$ cat config.mk
export PLATFORM = sky130hd
export DESIGN_NAME = chip8_loader
export DESIGN_NICKNAME = d
export VERILOG_FILES = /design/src/rtl/chip8_loader_pkg.sv /design/src/rtl/chip8_loader_sync_edge.sv /design/src/rtl/chip8_loader.sv
export SDC_FILE = /design/constraint.sdc
export NUM_CORES = 1
export LEC_CHECK = 0
export BUFFER_PORTS_ARGS = -buffer_cell sky130_fd_sc_hd__buf_2
export CORE_ASPECT_RATIO = 1.5
export CORE_UTILIZATION = 55
export DETAILED_ROUTE_END_ITERATION = 10
export GPL_TIMING_DRIVEN = 0
export HOLD_SLACK_MARGIN = 0.03
export PLACE_DENSITY = 0.78
export SKIP_LAST_GASP = 1
export SLEW_MARGIN = 30
export SYNTH_ARGS = -nofsm -noshare
export SYNTH_HDL_FRONTEND = slang
export SYNTH_SLANG_ARGS = --single-unit
$ cat constraint.sdc
create_clock -name clk -period 10.5 [get_ports clk]
set_clock_uncertainty 0.2 [all_clocks]
set_input_delay 3.15 -clock clk [delete_from_list [all_inputs] [get_ports clk]]
set_output_delay 3.15 -clock clk [all_outputs]
set_load 0.02 [all_outputs]
$ cat src/rtl/chip8_loader_pkg.sv
// Shared constants for the Chip-8 program loader: RAM map and loader FSM encodings.
package chip8_loader_pkg;

  localparam logic [11:0] CHIP8_PROG_BASE = 12'h200;
  localparam logic [11:0] CHIP8_RAM_TOP   = 12'hFFF;

  typedef logic [1:0] loader_state_t;

  localparam loader_state_t StIdle  = 2'd0;
  localparam loader_state_t StLoad  = 2'd1;
  localparam loader_state_t StClear = 2'd2;
  localparam loader_state_t StReset = 2'd3;

  function automatic logic [12:0] max13(input logic [12:0] a, input logic [12:0] b);
    return (a > b) ? a : b;
  endfunction

endpackage

$ cat src/rtl/chip8_loader_sync_edge.sv
// Multi-stage synchroniser for an asynchronous level, with registered one-cycle
// rise and fall pulses taken from the synchronised value.
module chip8_loader_sync_edge #(
  parameter int unsigned Stages = 2
) (
  input  logic clk_i,
  input  logic rst_i,
  input  logic d_i,
  output logic rise_o,
  output logic fall_o
);

  logic [Stages-1:0] sync_q;
  logic              prev_q;
  logic              rise_q;
  logic              fall_q;

  always_ff @(posedge clk_i) begin
    if (rst_i) begin
      sync_q <= '0;
      prev_q <= 1'b0;
      rise_q <= 1'b0;
      fall_q <= 1'b0;
    end else begin
      sync_q <= {sync_q[Stages-2:0], d_i};
      prev_q <= sync_q[Stages-1];
      rise_q <= sync_q[Stages-1] & ~prev_q;
      fall_q <= ~sync_q[Stages-1] & prev_q;
    end
  end

  assign rise_o = rise_q;
  assign fall_o = fall_q;

endmodule

$ cat src/rtl/chip8_loader.sv
// Writes an uploaded program into Chip-8 RAM, zero-fills the rest, then pulses a
// stretched CPU reset and a done strobe; the CPU is held throughout.
module chip8_loader
  import chip8_loader_pkg::*;
#(
  parameter logic [11:0] BASE_ADDR   = CHIP8_PROG_BASE,
  parameter int unsigned SYNC_STAGES = 2,
  parameter int unsigned RES_LEN     = 16
) (
  input  logic        clk,
  input  logic        res,
  input  logic        uploading,
  input  logic        upload_en,
  input  logic [11:0] upload_a,
  input  logic [7:0]  upload_d,
  output logic        mem_we,
  output logic [11:0] mem_addr,
  output logic [7:0]  mem_d,
  output logic        cpu_hold,
  output logic        res_out,
  output logic        done,
  output logic        overflow,
  output logic [12:0] byte_count,
  output logic [7:0]  checksum
);

  localparam int unsigned CntW = $clog2(RES_LEN + 1);
  localparam logic [CntW-1:0] ResLast = CntW'(RES_LEN - 1);

  logic up_rise, up_fall, en_rise, en_fall_unused;

  chip8_loader_sync_edge #(.Stages(SYNC_STAGES)) u_sync_up (
    .clk_i  (clk),
    .rst_i  (res),
    .d_i    (uploading),
    .rise_o (up_rise),
    .fall_o (up_fall)
  );

  chip8_loader_sync_edge #(.Stages(SYNC_STAGES)) u_sync_en (
    .clk_i  (clk),
    .rst_i  (res),
    .d_i    (upload_en),
    .rise_o (en_rise),
    .fall_o (en_fall_unused)
  );

  loader_state_t   state_q, state_d;
  logic [12:0]     hi_addr_q, hi_addr_d;
  logic            pend_q, pend_d;
  logic [CntW-1:0] res_cnt_q, res_cnt_d;
  logic            mem_we_q, mem_we_d;
  logic [11:0]     mem_addr_q, mem_addr_d;
  logic [7:0]      mem_d_q, mem_d_d;
  logic            cpu_hold_q, cpu_hold_d;
  logic            res_out_q, res_out_d;
  logic            done_q, done_d;
  logic            overflow_q, overflow_d;
  logic [12:0]     byte_count_q, byte_count_d;
  logic [7:0]      checksum_q, checksum_d;
  logic [12:0]     sum;
  logic            start_load;

  always_comb begin
    state_d      = state_q;
    hi_addr_d    = hi_addr_q;
    pend_d       = pend_q;
    res_cnt_d    = res_cnt_q;
    mem_we_d     = 1'b0;
    mem_addr_d   = mem_addr_q;
    mem_d_d      = mem_d_q;
    cpu_hold_d   = cpu_hold_q;
    res_out_d    = res_out_q;
    done_d       = 1'b0;
    overflow_d   = overflow_q;
    byte_count_d = byte_count_q;
    checksum_d   = checksum_q;
    start_load   = 1'b0;
    sum          = {1'b0, BASE_ADDR} + {1'b0, upload_a};

    case (state_q)
      StIdle: start_load = up_rise;
      StLoad: begin
        if (pend_q) begin
          state_d = StClear;
          pend_d  = 1'b0;
        end else begin
          if (en_rise) begin
            byte_count_d = (byte_count_q == 13'h1FFF) ? byte_count_q : byte_count_q + 13'd1;
            checksum_d   = checksum_q + upload_d;
            if (!sum[12]) begin
              mem_we_d   = 1'b1;
              mem_addr_d = sum[11:0];
              mem_d_d    = upload_d;
              hi_addr_d  = max13(hi_addr_q, sum + 13'd1);
            end else begin
              overflow_d = 1'b1;
            end
          end
          // A byte landing with the end of upload is written before leaving LOAD.
          if (up_fall) begin
            if (en_rise) pend_d = 1'b1;
            else         state_d = StClear;
          end
        end
      end
      StClear: begin
        if (up_rise) begin
          start_load = 1'b1;
        end else if (hi_addr_q[12]) begin
          state_d   = StReset;
          res_out_d = 1'b1;
          res_cnt_d = '0;
        end else begin
          mem_we_d   = 1'b1;
          mem_addr_d = hi_addr_q[11:0];
          mem_d_d    = 8'h00;
          hi_addr_d  = hi_addr_q + 13'd1;
          if (hi_addr_q[11:0] == CHIP8_RAM_TOP) begin
            state_d   = StReset;
            res_out_d = 1'b1;
            res_cnt_d = '0;
          end
        end
      end
      StReset: begin
        if (up_rise) begin
          start_load = 1'b1;
        end else if (res_cnt_q == ResLast) begin
          state_d    = StIdle;
          res_out_d  = 1'b0;
          done_d     = 1'b1;
          cpu_hold_d = 1'b0;
        end else begin
          res_cnt_d = res_cnt_q + CntW'(1);
        end
      end
      default: state_d = StIdle;
    endcase

    if (start_load) begin
      state_d      = StLoad;
      byte_count_d = '0;
      checksum_d   = '0;
      overflow_d   = 1'b0;
      hi_addr_d    = {1'b0, BASE_ADDR};
      cpu_hold_d   = 1'b1;
      res_out_d    = 1'b0;
      pend_d       = 1'b0;
    end
  end

  always_ff @(posedge clk) begin
    if (res) begin
      state_q      <= StIdle;
      hi_addr_q    <= {1'b0, BASE_ADDR};
      pend_q       <= 1'b0;
      res_cnt_q    <= '0;
      mem_we_q     <= 1'b0;
      mem_addr_q   <= '0;
      mem_d_q      <= '0;
      cpu_hold_q   <= 1'b0;
      res_out_q    <= 1'b0;
      done_q       <= 1'b0;
      overflow_q   <= 1'b0;
      byte_count_q <= '0;
      checksum_q   <= '0;
    end else begin
      state_q      <= state_d;
      hi_addr_q    <= hi_addr_d;
      pend_q       <= pend_d;
      res_cnt_q    <= res_cnt_d;
      mem_we_q     <= mem_we_d;
      mem_addr_q   <= mem_addr_d;
      mem_d_q      <= mem_d_d;
      cpu_hold_q   <= cpu_hold_d;
      res_out_q    <= res_out_d;
      done_q       <= done_d;
      overflow_q   <= overflow_d;
      byte_count_q <= byte_count_d;
      checksum_q   <= checksum_d;
    end
  end

  assign mem_we     = mem_we_q;
  assign mem_addr   = mem_addr_q;
  assign mem_d      = mem_d_q;
  assign cpu_hold   = cpu_hold_q;
  assign res_out    = res_out_q;
  assign done       = done_q;
  assign overflow   = overflow_q;
  assign byte_count = byte_count_q;
  assign checksum   = checksum_q;

endmodule

==> flow_metrics.tcl, run 1 <==
set metrics [dict create \
    grt_pass1_wl_um 18100 \
    synthTopCellsByArea "dfxtp_1, ha_1, nor2_1" \
    hold_viol 0 \
    cellPowerDensity_nw_per_um2 220 \
    syn_to_final_growth_pct 17.9 \
    hold_class "reg -> reg" \
    rows 39 \
    dp.final_hpwl_um 8420 \
    yosysTopAreaCellShare_pct 35.5 \
    hold-path-cell-count 1 \
    cp_data_arrival_time_ns 6.72 \
    antenna_found_initial 0 \
    grt_max_degree 13 \
    rsz0062_at_grt "no" \
    critical_path_required_ns 10.54 \
    drtIter0Drc 296 \
    cts.repair.resized 0 \
    cts_tree "yes" \
    synth_nets 576 \
    crit_path_end_kind "flip-flop" \
    place_inst 689 \
    peakVddDrop_uv 129 \
    wl_per_cell_um 16.3 \
    worstSetupStartpointType "primary input" \
    tightest_slew_ns 0.811 \
    async_reset_ff_share_pct 0 \
    combPwrFrac_pct 38.4 \
    crit_type "in -> reg" \
    reg2reg_depth 9 \
    status "finished, final reports clean" \
    r2r-start "state_q[0]" \
    syn_avg_cell_area_um2 8.25 \
    holdWs_ns 0.192 \
    place_ws_ns 3.50 \
    p_int_uw 675 \
    via_per_inst 6.00 \
    synth_cell_types 60 \
    power.share.sequential_pct 34.2 \
    finalSetupViolCount 0 \
    p_clk_share_pct 27.5 \
    placed_cell_area_um2 4750 \
    totalWireLength_um 11500 \
    wirelength_met1_um 4470 \
    wl_met2_um 5850 \
    seq_area_frac_synth_pct 35.5 \
    period_minus_slack_ns 6.69 \
    htreeDepth 3 \
    reg2reg_to "hi_addr_q[9]" \
    ant_nets 0 \
    synth-main-ff-cell "dfxtp_1" \
    synth-seq-cells 76 \
    dieArea_um2 8150 \
    synth.cell_area_um2 4280 \
    drc 0 \
    io-pin-count 70 \
    highest_layer "met4" \
    grt.overflow.total 0 \
    cts.sinks 76 \
    place.gp.congestion 0.926 \
    p_sw_share_pct 39.1 \
    cts_setup_buffers 0 \
    io_buffers 68 \
    fin_nets 655 \
    initial_core_util_pct 56.6 \
    yosys_warnings 0 \
    syn_inst 519 \
    worstHoldStart "u_sync_en.prev_q" \
    final_cell_area_um2 5050 \
    diodes 0 \
    die_w_um 74.1 \
    slew_headroom_pct 45.5 \
    final_max_slew_viol_count 0 \
    route.met3.wl_um 665 \
    clkTransAtPathRegs_ns 0.07 \
    grt_usage_pct 29.3 \
    clkLatencyLatePin_ns 0.35 \
    switchingPower_uw 434 \
    hold_buffers 0 \
    synth.most_common_cell "dfxtp_1" \
    fin_crit_sh_pct 63.7 \
    coreArea_um2 7560 \
    drive_gt1_share_pct 15.4 \
    root_buffer "clkbuf_16" \
    cts_buffer_depth 2 \
    yosys-top-cells-count "dfxtp_1, nor2_1, nand2_1, ha_1, a21oi_1" \
    drv_cap 0 \
    synth_edf_count 0 \
    reg2reg_slack_ns 7.40 \
    vias 4227 \
    fin_ws_ns 3.81 \
    final.setup.tns_ns 0 \
    grt_pass1_vias 3980 \
    whs_endpoint "u_sync_en.rise_o" \
    die_h_um 110 \
    numCtsBuffers 9 \
    finalNonFillerCells 705 \
    leakage_uw 0.00206 \
    yosys.area.top_type "dfxtp_1" \
    drt_first_pass_iters 5 \
    max_freq_mhz 150 \
    crit_fanout 8 \
]
==> layer usage <==
layer,up-vias,global-route usage [%]
li1,2023,-
met1,1976,31.0
met2,189,51.4
met3,39,6.09
met4,0,19.5
met5,-,0
==> how the worst max path moves through the flow <==
stage / slack (ns) / cells after the start / from / endpoint
after global placement: 3.52 / 14 / upload_a[3] / hi_addr_q[9]
final: 3.81 / 14 / upload_a[3] / hi_addr_q[9]
after detailed placement: 3.50 / 14 / upload_a[3] / hi_addr_q[9]
after global routing: 3.55 / 14 / upload_a[3] / hi_addr_q[9]
after floorplan: 4.17 / 13 / upload_a[4] / hi_addr_q[9]
after CTS: 3.87 / 14 / upload_a[3] / hi_addr_q[9]
==> power by group through the flow <==
stage | combinational (µW) | sequential (µW) | clock (µW)
after floorplan | 284 | 395 | 0
after global placement | 407 | 381 | 0
after detailed placement | 418 | 383 | 0
after CTS | 420 | 377 | 309
after global routing | 463 | 385 | 320
final | 425 | 379 | 304
==> cell families (layout without fill, tap and decap cells) <==
group	after synthesis	after routing	share of synthesized area [%]
and+or+nand+nor	207	207	23.3
DFF	76	76	35.5
xor gates and xnor gates	24	24	4.91
AOI/OAI and AO/OA	125	125	20.2
adders and majority gates	33	33	9.82
buffers and inverters	44	128	4.00
muxes	10	10	2.34
==> per-stage QoR <==
stage | total power (µW) | utilization [%]
after floorplan | 679 | -
after CTS | 1110 | 66.8
after detailed placement | 801 | 62.8
after global placement | 788 | 62.8
final | 1110 | 66.8
after global routing | 1170 | 66.8
==> worst max-delay path: stages <==
cell and delay (ns):
buf_2 0.14, nand4_1 0.12, or2_2 0.34, nor3_1 0.42
nand2_1 0.14, nor3b_1 0.20, a21oi_1 0.06, ha_1 0.29
nand4_1 0.22, o41ai_1 0.63, and2_0 0.19, buf_1 0.31
o22ai_1 0.14, a221o_1 0.36
==> final cells by class <==
class | count | area [µm²]
Buffer | 22 | 88.8
Clock buffer | 13 | 280
Clock inverter | 3 | 18.8
Fill cell | 631 | 2510
Inverter | 22 | 82.6
Multi-Input combinational cell | 399 | 2590
Sequential cell | 76 | 1520
Tap cell | 102 | 128
Timing Repair Buffer | 68 | 340
==> sequential cells by signal, summed over array words and instances (netlist names) <==
name              cells
byte_count           13
hi_addr_q            13
mem_addr             12
checksum              8
mem_d                 8
res_cnt_q             5
state_q               2
u_sync_en.sync_q      2
u_sync_up.sync_q      2
cpu_hold              1
done                  1
mem_we                1
overflow              1
pend_q                1
res_out               1
u_sync_en.prev_q      1
u_sync_en.rise_o      1
u_sync_up.fall_o      1
u_sync_up.prev_q      1
u_sync_up.rise_o      1
==> cell usage in the layout (no fill, tap or decap), types with 5 or more instances in the layout <==
cell type	count
a211oi_1	15
a21oi_1	29
a22oi_1	11
a32o_1	7
and3_1	6
buf_2	70
clkbuf_1	16
clkbuf_16	9
dfxtp_1	76
ha_1	32
inv_1	22
mux2i_1	10
nand2_1	51
nand2b_1	5
nand3_1	19
nand4_1	6
nor2_1	64
nor2b_1	14
nor3_1	17
o21ai_0	22
o22ai_1	5
xnor2_1	16
xor2_1	8
Note: power is estimated with default switching activity, not from simulation.
==> run 2: changes to the inputs <==
--- a/config.mk
+++ b/config.mk
@@ -5,13 +5,14 @@
 export SDC_FILE = /design/constraint.sdc
 export NUM_CORES = 1
 export LEC_CHECK = 0
+export ABC_AREA = 1
 export BUFFER_PORTS_ARGS = -buffer_cell sky130_fd_sc_hd__buf_2
 export CORE_ASPECT_RATIO = 1.5
 export CORE_UTILIZATION = 55
 export DETAILED_ROUTE_END_ITERATION = 10
 export GPL_TIMING_DRIVEN = 0
 export HOLD_SLACK_MARGIN = 0.03
-export PLACE_DENSITY = 0.78
+export PLACE_DENSITY = 0.77
 export SKIP_LAST_GASP = 1
 export SLEW_MARGIN = 30
 export SYNTH_ARGS = -nofsm -noshare
==> constraint.sdc (replaced) <==
create_clock -name clk -period 6.3 [get_ports clk]
set_clock_uncertainty 0.2 [all_clocks]
set_input_delay 1.89 -clock clk [delete_from_list [all_inputs] [get_ports clk]]
set_output_delay 1.89 -clock clk [all_outputs]
set_load 0.02 [all_outputs]
==> flow_metrics.tcl, run 2 <==
set metrics [dict create \
    synth_compound_gate_area_share_pct 12.1 \
    coreArea_um2 8110 \
    grt.overflow.total 0 \
    grt_pass1_wl_um 20500 \
    syn_inst 711 \
    dp.final_hpwl_um 9240 \
    root_buffer "clkbuf_16" \
    yosys.area.top_type "dfxtp_1" \
    synth-main-ff-cell "dfxtp_1" \
    hold_buffers 0 \
    yosys_warnings 0 \
    place_ws_ns 1.13 \
    grt_max_degree 16 \
    rows 40 \
    cts_tree "yes" \
    cellPowerDensity_nw_per_um2 336 \
    tightest_slew_ns 0.628 \
    synth_top_family_by_area "simple AND/OR/NAND/NOR gates" \
    leakage_uw 0.00265 \
    grt_usage_pct 29.7 \
    synth_nets 768 \
    initial_core_util_pct 57.2 \
    drtIter0Drc 344 \
    drc 0 \
    wirelength_met1_um 4990 \
    synthSimpleGateAreaFrac_pct 33.6 \
    status "finished, final reports clean" \
    finalSetupViolCount 0 \
    async_reset_ff_share_pct 0 \
    grt_pass1_vias 4668 \
    ant_nets 0 \
    holdWs_ns 0.191 \
    io-pin-count 70 \
    critical_path_required_ns 6.37 \
    worstSetupStartpointType "primary input" \
    drive_gt1_share_pct 12.7 \
    final.setup.tns_ns 0 \
    highest_layer "met4" \
    htreeDepth 3 \
    synth-seq-cells 76 \
    fin_nets 847 \
    fin_ws_ns 1.39 \
    final_max_slew_viol_count 0 \
    layout_common_cells "nand2_1, nor2_1, inv_1, dfxtp_1, buf_2" \
    io_buffers 68 \
    wl_met2_um 6510 \
    wl_per_cell_um 13.8 \
    yosysTopAreaCellShare_pct 32.8 \
    cts.sinks 76 \
    synth_edf_count 0 \
    yosys-top-cells-count "nand2_1, nor2_1, dfxtp_1, inv_1, a21oi_1" \
    layout_commonest_cell "nand2_1" \
    synthTopCellsByArea "dfxtp_1, nand2_1, nor2_1" \
    die_h_um 114 \
    totalWireLength_um 12500 \
    crit_fanout 10 \
    hold_viol 0 \
    fin_crit_sh_pct 77.9 \
    crit_path_end_kind "flip-flop" \
    drt_first_pass_iters 5 \
    crit_type "in -> reg" \
    synth_cell_types 32 \
    period_minus_slack_ns 4.91 \
    syn_avg_cell_area_um2 6.52 \
    peakVddDrop_uv 186 \
    syn_to_final_growth_pct 17.3 \
    via_per_inst 5.44 \
    rsz0062_at_grt "no" \
    synth.area.mux_share_pct 0 \
    fin_util_pct 67.1 \
    dieArea_um2 8810 \
    seq_area_frac_synth_pct 32.8 \
    synth.most_common_cell "nand2_1" \
    cp_data_arrival_time_ns 4.99 \
    cts_setup_buffers 0 \
    synth.cell_area_um2 4630 \
    max_freq_mhz 204 \
    cts_buffer_depth 2 \
    slew_headroom_pct 58.2 \
    hold_class "reg -> reg" \
    clkTransAtPathRegs_ns 0.06 \
    die_w_um 77.0 \
    numCtsBuffers 9 \
    route.met3.wl_um 525 \
    synthXorXnorAreaFrac_pct 3.59 \
    vias 4899 \
    clkLatencyLatePin_ns 0.34 \
    place.gp.congestion 0.907 \
    synthAdderAreaFrac_pct 9.07 \
    cts.repair.resized 0 \
    diodes 0 \
    drv_cap 0 \
    antenna_found_initial 0 \
]
==> run 2: path summary, 6_finish.rpt <==
path | cells after the start | endpoint | startpoint | slack, ns
worst min register to register | 1 | u_sync_en.rise_o | u_sync_en.prev_q | 0.19
worst max-delay path | 18 | hi_addr_q[9] | upload_a[0] | 1.39
worst min-delay path | 1 | u_sync_en.rise_o | u_sync_en.prev_q | 0.19
worst max register to register | 12 | mem_addr[7] | state_q[1] | 3.85
==> run 2: where the power goes <==
part	leakage (µW)	switching [µW]	internal, µW	total (µW)
sequential	0.000617	64.4	553	617
clock	0.000159	227	354	581
combinational	0.00188	412	215	626
total	0.00265	703	1120	1820
==> run 2: cell families after synthesis <==
family / after synthesis
simple gates: 377
compound gates: 105
buf+inv: 101
flops: 76
fa+ha+maj: 33
xor+xnor: 19
==> run 2: final cells by class <==
| cell class | count | area, µm² |
|---|---|---|
| Inverter | 79 | 297 |
| Clock buffer | 9 | 225 |
| Timing Repair Buffer | 68 | 340 |
| Fill cell | 728 | 2670 |
| Multi-Input combinational cell | 534 | 2710 |
| Sequential cell | 76 | 1520 |
| Tap cell | 105 | 131 |
| Buffer | 22 | 110 |
| Clock inverter | 7 | 105 |
==> run 2: per-stage QoR <==
step | total power (µW) | cells | area (µm²)
final | 1820 | 900 | 5440
after global routing | 1940 | 900 | 5440
after CTS | 1820 | 900 | 5440
after detailed placement | 1230 | 884 | 5110
after global placement | 1220 | 884 | 5110
after floorplan | 1060 | 711 | 4630
==> run 2: metal layers <==
layer  vias to the layer above  track usage, %
met1                      2233            30.4
met2                       178            55.3
met3                        45            5.66
met5                         -               0
li1                       2443               -
met4                         0            17.6
==> run 2: worst max-delay path, cell delays in order <==
cell      delay (ns)
buf_2           0.12
ha_1            0.19
nand2_1         0.08
nor2_1          0.43
nand3_1         0.22
o21ai_0         0.28
nand2_1         0.09
ha_1            0.32
nand2_1         0.08
inv_1           0.03
nand2_1         0.05
nand2_1         0.04
a21oi_1         0.17
nand2_1         0.07
nand2_1         0.21
clkbuf_1        0.41
nand3_1         0.18
nand3_1         0.12
